==> config.mk <==
export PLATFORM = sky130hd
export DESIGN_NAME = mem_wr_packer
export DESIGN_NICKNAME = d
export VERILOG_FILES = /design/src/rtl/mem_wr_packer.sv
export SDC_FILE = /design/constraint.sdc
export NUM_CORES = 1
export LEC_CHECK = 0
export ABC_CLOCK_PERIOD_IN_PS = 5600
export BUFFER_PORTS_ARGS = -buffer_cell sky130_fd_sc_hd__buf_4
export CAP_MARGIN = 15
export CORE_ASPECT_RATIO = 0.5
export CORE_UTILIZATION = 44
export CTS_CLUSTER_DIAMETER = 30
export CTS_CLUSTER_SIZE = 20
export DETAILED_ROUTE_END_ITERATION = 16
export PLACE_DENSITY = 0.64
export SLEW_MARGIN = 30
export SYNTH_ARGS = -nofsm -noshare
export SYNTH_HDL_FRONTEND = slang
export SYNTH_SLANG_ARGS = --single-unit
==> constraint.sdc <==
create_clock -name i_clk -period 5.6 [get_ports i_clk]
set_input_delay 1.12 -clock i_clk [delete_from_list [all_inputs] [get_ports i_clk]]
set_output_delay 1.12 -clock i_clk [all_outputs]
set_load 0.03 [all_outputs]
==> src/rtl/mem_wr_packer.sv <==
// Packs a stream of SIZE-bit elements into blocks of up to BLOCK_SIZE lanes and issues each block as one memory write.
// Optional abort input is enabled by defining MEM_WR_PACKER_ABORT_EN.
module mem_wr_packer #(
  parameter int SIZE       = 32,
  parameter int BLOCK_SIZE = 5,
  parameter int ADDR_SIZE  = 24
) (
  input  logic                               i_clk,
  input  logic                               i_rst_n,
  input  logic                               i_start,
  input  logic [ADDR_SIZE-1:0]               i_base_addr,
  input  logic [ADDR_SIZE-1:0]               i_count,
  input  logic                               i_valid,
  input  logic [SIZE-1:0]                    i_data,
`ifdef MEM_WR_PACKER_ABORT_EN
  input  logic                               i_abort,
`endif
  output logic                               o_ready,
  output logic                               o_busy,
  output logic                               o_done,
  output logic [ADDR_SIZE-1:0]               o_addr_w,
  output logic [BLOCK_SIZE-1:0][SIZE-1:0]    o_data_w,
  output logic [$clog2(BLOCK_SIZE)-1:0]      o_wr_size,
  output logic                               o_wr_en,
  output logic [1:0]                         o_state
);

  localparam int WS = $clog2(BLOCK_SIZE);
  localparam logic [WS-1:0] FULL = WS'(BLOCK_SIZE);

  typedef enum logic [1:0] {IDLE, FILL, FLUSH, DONE} state_t;

  // Handshake: an element transfers on a rising edge where i_valid && o_ready;
  // o_ready depends only on state, never on i_valid.
  state_t                          state, state_n;
  logic [ADDR_SIZE-1:0]            addr_r, addr_n;
  logic [ADDR_SIZE-1:0]            rem_r, rem_n, rem_dec;
  logic [WS-1:0]                   fill_r, fill_n, fill_inc;
  logic [BLOCK_SIZE-1:0][SIZE-1:0] buf_r, buf_n;
  logic [ADDR_SIZE-1:0]            addr_w_n;
  logic [BLOCK_SIZE-1:0][SIZE-1:0] data_w_n;
  logic [WS-1:0]                   size_n;
  logic                            wr_en_n;
  logic                            abort;

`ifdef MEM_WR_PACKER_ABORT_EN
  assign abort = i_abort;
`else
  assign abort = 1'b0;
`endif

  assign o_ready = (state == FILL);
  assign o_busy  = (state != IDLE);
  assign o_done  = (state == DONE);
  assign o_state = state;

  always_comb begin
    state_n  = state;
    addr_n   = addr_r;
    rem_n    = rem_r;
    fill_n   = fill_r;
    buf_n    = buf_r;
    addr_w_n = o_addr_w;
    data_w_n = o_data_w;
    size_n   = o_wr_size;
    wr_en_n  = 1'b0;
    fill_inc = fill_r + 1'b1;
    rem_dec  = rem_r - 1'b1;
    case (state)
      IDLE: begin
        if (i_start) begin
          addr_n  = i_base_addr;
          rem_n   = i_count;
          fill_n  = '0;
          buf_n   = '0;
          state_n = (i_count != '0) ? FILL : DONE;
        end
      end
      FILL: begin
        if (abort) begin
          buf_n   = '0;
          fill_n  = '0;
          rem_n   = '0;
          state_n = IDLE;
        end else if (i_valid) begin
          // k-th element of a block lands in lane BLOCK_SIZE-1-k
          for (int i = 0; i < BLOCK_SIZE; i++) begin
            if (fill_r == WS'(BLOCK_SIZE - 1 - i)) buf_n[i] = i_data;
          end
          rem_n = rem_dec;
          if (fill_inc == FULL || rem_dec == '0) begin
            wr_en_n  = 1'b1;
            addr_w_n = addr_r;
            size_n   = fill_inc;
            data_w_n = buf_n;
            buf_n    = '0;
            fill_n   = '0;
            addr_n   = addr_r + ADDR_SIZE'(fill_inc);
            if (rem_dec == '0) state_n = FLUSH;
          end else begin
            fill_n = fill_inc;
          end
        end
      end
      FLUSH:   state_n = abort ? IDLE : DONE;
      DONE:    state_n = IDLE;
      default: state_n = IDLE;
    endcase
  end

  always_ff @(posedge i_clk or negedge i_rst_n) begin
    if (!i_rst_n) begin
      state     <= IDLE;
      addr_r    <= '0;
      rem_r     <= '0;
      fill_r    <= '0;
      buf_r     <= '0;
      o_addr_w  <= '0;
      o_data_w  <= '0;
      o_wr_size <= '0;
      o_wr_en   <= 1'b0;
    end else begin
      state     <= state_n;
      addr_r    <= addr_n;
      rem_r     <= rem_n;
      fill_r    <= fill_n;
      buf_r     <= buf_n;
      o_addr_w  <= addr_w_n;
      o_data_w  <= data_w_n;
      o_wr_size <= size_n;
      o_wr_en   <= wr_en_n;
    end
  end

endmodule
# --- Word level (Yosys, flattened, before mapping) ---
# Index checks and enable logic that the tools add are counted.
word_totals:
  register_bits: 401
  input_bits: 84
  out_inout_bits: 193
  word_cells: 72
op_classes:
  n_addsub: 3
  eq_ne: 12
  mux: 29
  reduce_logical: 11
op_table:
  columns: ["op", "n"]
  rows:
  - ["two-way mux 160 bit", 3]
  - ["one-hot mux 160 bit (2 select lines)", 1]
  - ["two-way mux 32 bit", 5]
  - ["two-way mux 24 bit", 5]
  - ["one-hot mux 24 bit (2 select lines)", 2]
  - ["adder 24 x 3 -> 24 bit", 1]
  - ["logical NOT 24 bit", 1]
  - ["nonzero test 24 bit", 1]
  - ["subtractor 24 x 1 -> 24 bit (second input constant)", 1]
  - ["two-way mux 2 bit", 5]
  - ["two-way mux 3 bit", 3]
  - ["one-hot mux 2 bit (4 select lines)", 1]
  - ["AND reduction 4 bit", 2]
  - ["equality test 3 x 2 -> 1 bit (second input constant)", 2]
  - ["equality test 3 bit (second input constant)", 2]
  - ["one-hot mux 3 bit (2 select lines)", 1]
  - ["AND reduction 3 bit", 2]
  - ["equality test 2 bit (second input constant)", 2]
  - ["inequality test 2 x 1 -> 1 bit (second input constant)", 2]
  - ["inequality test 2 bit (second input constant)", 2]
  - ["nonzero test 2 bit", 2]
  - ["adder 3 x 1 -> 3 bit (second input constant)", 1]
  - ["equality test 3 x 1 -> 1 bit (second input constant)", 1]
  - ["logical NOT 3 bit", 1]
  - ["4 further kinds", 6]

# --- Longest topological paths before layout ---
logic_depth:
  word_depth: 6
  ltp_mapped: 14
  mapped_depth_nobuf: 12

# --- Worst setup path after synthesis ---
# OpenSTA, ideal clock, no wires.
synth_timing:
  path_type: "reg2reg"
  startpoint: "reg rem_r[0]"
  endpoint: "reg o_addr_w[12]"
  setup_ns: 0.125
  t_arrival_ns: 3.136
  required_ns: 5.475
  slack_ns: 2.339
  path_stages_with_launch: 13
  cell_sequence: "dfrtp_1 inv_1 ha_1 or3b_2 or3_1 or4_1 nand3_2 nor4_2 o21bai_4 buf_4 buf_6 buf_6 mux2_2"
synth_between:
  elab_chain_cells: 4
synth_lines:
  columns: ["item", "line", "source"]
  rows:
  - ["start: declaration", "37", "logic [ADDR_SIZE-1:0] rem_r, rem_n, rem_dec;"]
  - ["start signal: assignment", "125", "rem_r <= rem_n;"]
  - ["subtractor 24 x 1 -> 24 bit", "68", "rem_dec = rem_r - 1'b1;"]
  - ["logical NOT 24 bit", "91", "if (fill_inc == FULL || rem_dec == '0) begin"]
  - ["logical OR 1 bit", "91", null]
  - ["AND reduction 3 bit (no line)", null, null]
  - ["end signal: assignment", "128", "o_addr_w <= addr_w_n;"]
  - ["end: declaration", "21", "output logic [ADDR_SIZE-1:0] o_addr_w,"]
# No other way between the ends.
# A chain may end at the register's enable or synchronous reset.

# --- Worst setup path after layout ---
layout_timing:
  startpoint: "reg rem_r[0]"
  endpoint: "reg buf_r[14] (netlist bit)"
layout_between:
  elab_chain_cells: 6
layout_lines:
  columns: ["item", "line", "source"]
  rows:
  - ["subtractor 24 x 1 -> 24 bit", "68", null]
  - ["logical NOT 24 bit", "91", null]
  - ["logical OR 1 bit", "91", null]
  - ["two-way mux 160 bit", "91", null]
  - ["two-way mux 160 bit", "85", "end else if (i_valid) begin"]
  - ["one-hot mux 160 bit (2 select lines)", "69", "case (state)"]
  - ["end signal: assignment", "127", "buf_r <= buf_n;"]
  - ["end: declaration", "39", "logic [BLOCK_SIZE-1:0][SIZE-1:0] buf_r, buf_n;"]
# No other way between the ends. The select of a mux whose other input is x is not followed.

==> reports/qor.log <==
[synth] Post-Synthesis Cells 1662
[synth] Post-Syn Area 18180 µm²
[synth] number of flops mapped to enable cells by yosys 0
[die] starting utilization of the core area 44.78%
[synth] adder-cell share of the synthesized area 1.143%
[finish] layout overhead on the synthesized area 24.30%
[cts] sinks on the clock net 401
[synth] primary flip-flop cell chosen by synthesis mapping dfrtp_1
[detailed_routing] number of vias per cell after detailed routing 5.554
[timing] # setup viols final 0
[finish] Diodes inserted 0
[synth] area fraction in and, or, nand and nor cells after synthesis 9.959%
[synth] Avg Synthesized Cell Area 10.94 µm²
[timing] portion of the clock cycle consumed by the worst path in the final layout 75.37%
[power_and_ir_drop] largest voltage drop on the vdd net 297.3 µV
[placement] Final Wtd Congestion 0.8376
[timing] setup repair after global routing missed its margin false
[timing] worst relative slew slack 37.10%
[detailed_routing] Pre-Repair DR Iteration Count 5
[detailed_routing] remaining number of nets flagged by the antenna check after routing 0
[cts] Inserted Clock Buffers 55
[placement] number of buffers inserted by port buffering 276
[timing] Max Freq 236.9 MHz
[cts] CTS Root Buffer Type clkbuf_16
[timing] Final Max Tran Viols 0
[setup_path] Reg2Reg Setup Slack 1380 ps
[cts] Max Buffers Root-to-Sink 3
[synth] share of the synthesized area in compound gates (AO/OA/AOI/OAI) 18.03%
[cts] post-cts sizing count 0
[placement] HPWL after detailed placement 31990 µm
[synth] sequential fraction of the synthesis area 55.20%
[setup_path] Setup CP Type flop to flop
[die] floorplan die area 42180 µm²
[die] Core Region 40600 µm²
[setup_path] Setup crit start kind flop
[synth] parity-gate share of the synthesized area counting xor and xnor cells 0.2891%
[power_and_ir_drop] Static Leak 10.84 nW
[timing] number of failing hold endpoints at the final stage 0
[finish] proportion of layout cells with a drive suffix above 1 23.97%
[placement] DP Worst Slack 1437 ps
[synth] post-synthesis mux area share 10.79%
[hold_path] type of the most critical hold path primary input to async pin
[synth] FFs w/ async S/R, synth 100.0%
[global_routing] global-route total usage across every layer 23.15%
[finish] non-filler instance count after layout 2455
[timing] minimum hold slack 409.7 ps
[synth] Synthesized Nets 1762
[setup_path] required time of the critical path 6100 ps
[synth] Seq cells post-synth 401
[timing] Worst Clk Skew 22.08 ps
[die] Die X-Extent 289.5 µm
[cts] Setup Buffers After CTS 0
[timing] minimum clock period 4221 ps
[global_routing] first-pass GRT wire length 76840 µm
[detailed_routing] number of design rule violations left after detail routing 0
[outcome] run status finished clean
[detailed_routing] wire length after detailed routing 48720 µm
[timing] aggregate negative setup slack 0 ps
[cts] clock slew at reported path FFs 60 ps
[cts] clock tree from TritonCTS built
[detailed_routing] total via count in the routed design 13640
[timing] worst-case setup margin in the final layout 1379 ps
[finish] nets@finish 1970
[finish] commonest cells after routing, fill and taps aside dfrtp_1 (401), buf_4 (293), nand2_1 (220)
[finish] most common cell after layout, fill and taps aside dfrtp_1
[setup_path] crit path capture type flop
[cts] level count of the clock H-tree 2
[cts] source-to-sink clock delay at the later pin of the worst-skew pair 580 ps
[global_routing] total gr overflow 0
[setup_path] largest fanout on the critical path 21
[die] floorplan row count 52
[detailed_routing] average wire per standard cell 19.85 µm
[power_and_ir_drop] power per cell area 612.2 nW/µm²
[die] die height 145.7 µm
[detailed_routing] DRT iter0 DRCs 969
[timing] transition time of the tightest slew-check pin 940.9 ps
[die] IO Pins 277
[setup_path] arrival time of the worst setup path 4730 ps
[job] count of max-cap constraint violations 0
[global_routing] largest net degree at the start of global routing 117
[placement] total placed cells including tap cells 2350
[global_routing] number of antenna violations at the first check in global routing 0
[synth] main combinational cell family by area after synthesis compound AO/OA/AOI/OAI gates
[global_routing] vias in the first global route 13140
[cts] hold buffer count at cts 0
[synth] post-synth cell types 72
[synth] number of warnings reported in the yosys synthesis log 0
[path summary, 6_finish.rpt]
kind	startpoint	endpoint	cells after the start
max reg2reg	rem_r[0]	buf_r[14]	11
min in group i_clk	o_data_w[36]	o_data_w[36]	2
max in group asynchronous	i_rst_n	buf_r[108]	3
max	rem_r[0]	buf_r[14]	11
min reg2reg	o_data_w[36]	o_data_w[36]	2
min	i_rst_n	addr_r[15]	1
[stage by stage]
stage | instance area, µm² | power, mW | util, %
2_1_floorplan | 18180 | 8.144 | -
3_3_place_gp | 20500 | 9.971 | 50.50
3_5_place_dp | 20500 | 10.07 | 50.51
4_1_cts | 22510 | 13.88 | 55.45
5_1_grt | 22600 | 14.60 | 55.66
6_report | 22600 | 13.83 | 55.66
[cells in the mapped netlist, types with 3 or more instances]
master | count | area [µm²]
a31oi_1 | 11 | 68.82
nor4_2 | 3 | 37.54
o21ai_2 | 3 | 26.28
or3_1 | 5 | 31.28
or4_1 | 4 | 30.03
nand4_1 | 10 | 62.56
and3_1 | 6 | 37.54
nor3_4 | 3 | 48.80
o22ai_1 | 11 | 68.82
o31ai_1 | 11 | 82.58
xnor2_1 | 4 | 35.03
ha_1 | 15 | 187.7
nand2_1 | 222 | 833.3
o22a_1 | 3 | 26.28
inv_1 | 19 | 71.32
a311oi_1 | 4 | 35.03
nor2_1 | 53 | 198.9
nor3_1 | 11 | 55.05
or2_2 | 4 | 25.02
clkbuf_1 | 62 | 232.7
a22o_1 | 161 | 1410
nor4b_1 | 3 | 26.28
a21oi_1 | 45 | 225.2
nand2b_1 | 5 | 31.28
o21ai_0 | 162 | 810.8
o311ai_0 | 5 | 43.79
dfrtp_1 | 401 | 10030
a21o_1 | 5 | 37.54
mux2i_1 | 170 | 1702
a2bb2oi_1 | 3 | 26.28
nor4_1 | 11 | 68.82
mux2_2 | 22 | 247.7
buf_2 | 35 | 175.2
a41oi_1 | 3 | 26.28
buf_1 | 36 | 135.1
buf_6 | 19 | 214.0
nor2b_1 | 5 | 31.28
o21ai_1 | 41 | 205.2
nand3_1 | 21 | 105.1
and2_1 | 4 | 25.02
o311ai_1 | 3 | 26.28
[registers in the layout, summed over array words and instances, names as in the netlist]
signal and cells:
o_state 2, o_addr_w 24, rem_r 24, o_wr_size 3
o_wr_en 1, fill_r 3, buf_r 160, addr_r 24
o_data_w 160
[layer usage]
metal | vias to the layer above | global-route usage, % | wire length (µm)
met5 | - | 0 | 0
met4 | 0 | 6.342 | 1022
met3 | 73 | 3.809 | 1975
met2 | 298 | 36.61 | 23760
met1 | 6835 | 33.01 | 21960
li1 | 6429 | - | -
[critical path: stages, from the launching register on]
cell and delay [ps]:
dfrtp_1 470, inv_1 90, ha_1 240, nor3b_1 460, nand4_1 300, or2_1 330
a311oi_2 400, nor4_4 150, or2_1 490, nor3_4 630, buf_4 390, a22o_1 190
[final cells by class]
type	instances	area [µm²]
tap	540	675.6
multi-input combinational	1089	7372
clock buffer	68	1526
timing repair buffer	304	2437
inverter	19	71.32
fill	3563	18000
clock inverter	34	479.2
sequential	401	10030
[where the power goes]
group | total, mW | switching, mW | internal, mW
Combinational | 5.43 | 3.38 | 2.04
Sequential | 4.64 | 0.772 | 3.87
Clock | 3.77 | 1.39 | 2.37
Total | 13.8 | 5.55 | 8.28
[logic make-up after synthesis]
group                      after synthesis
AOI/OAI and AO/OA                      487
buffers and inverters                  172
muxes                                  193
xor gates and xnor gates                 6
and+or+nand+nor                        387
DFF                                    401
adders and majority gates               16
Power figures use the tool's default switching activity.
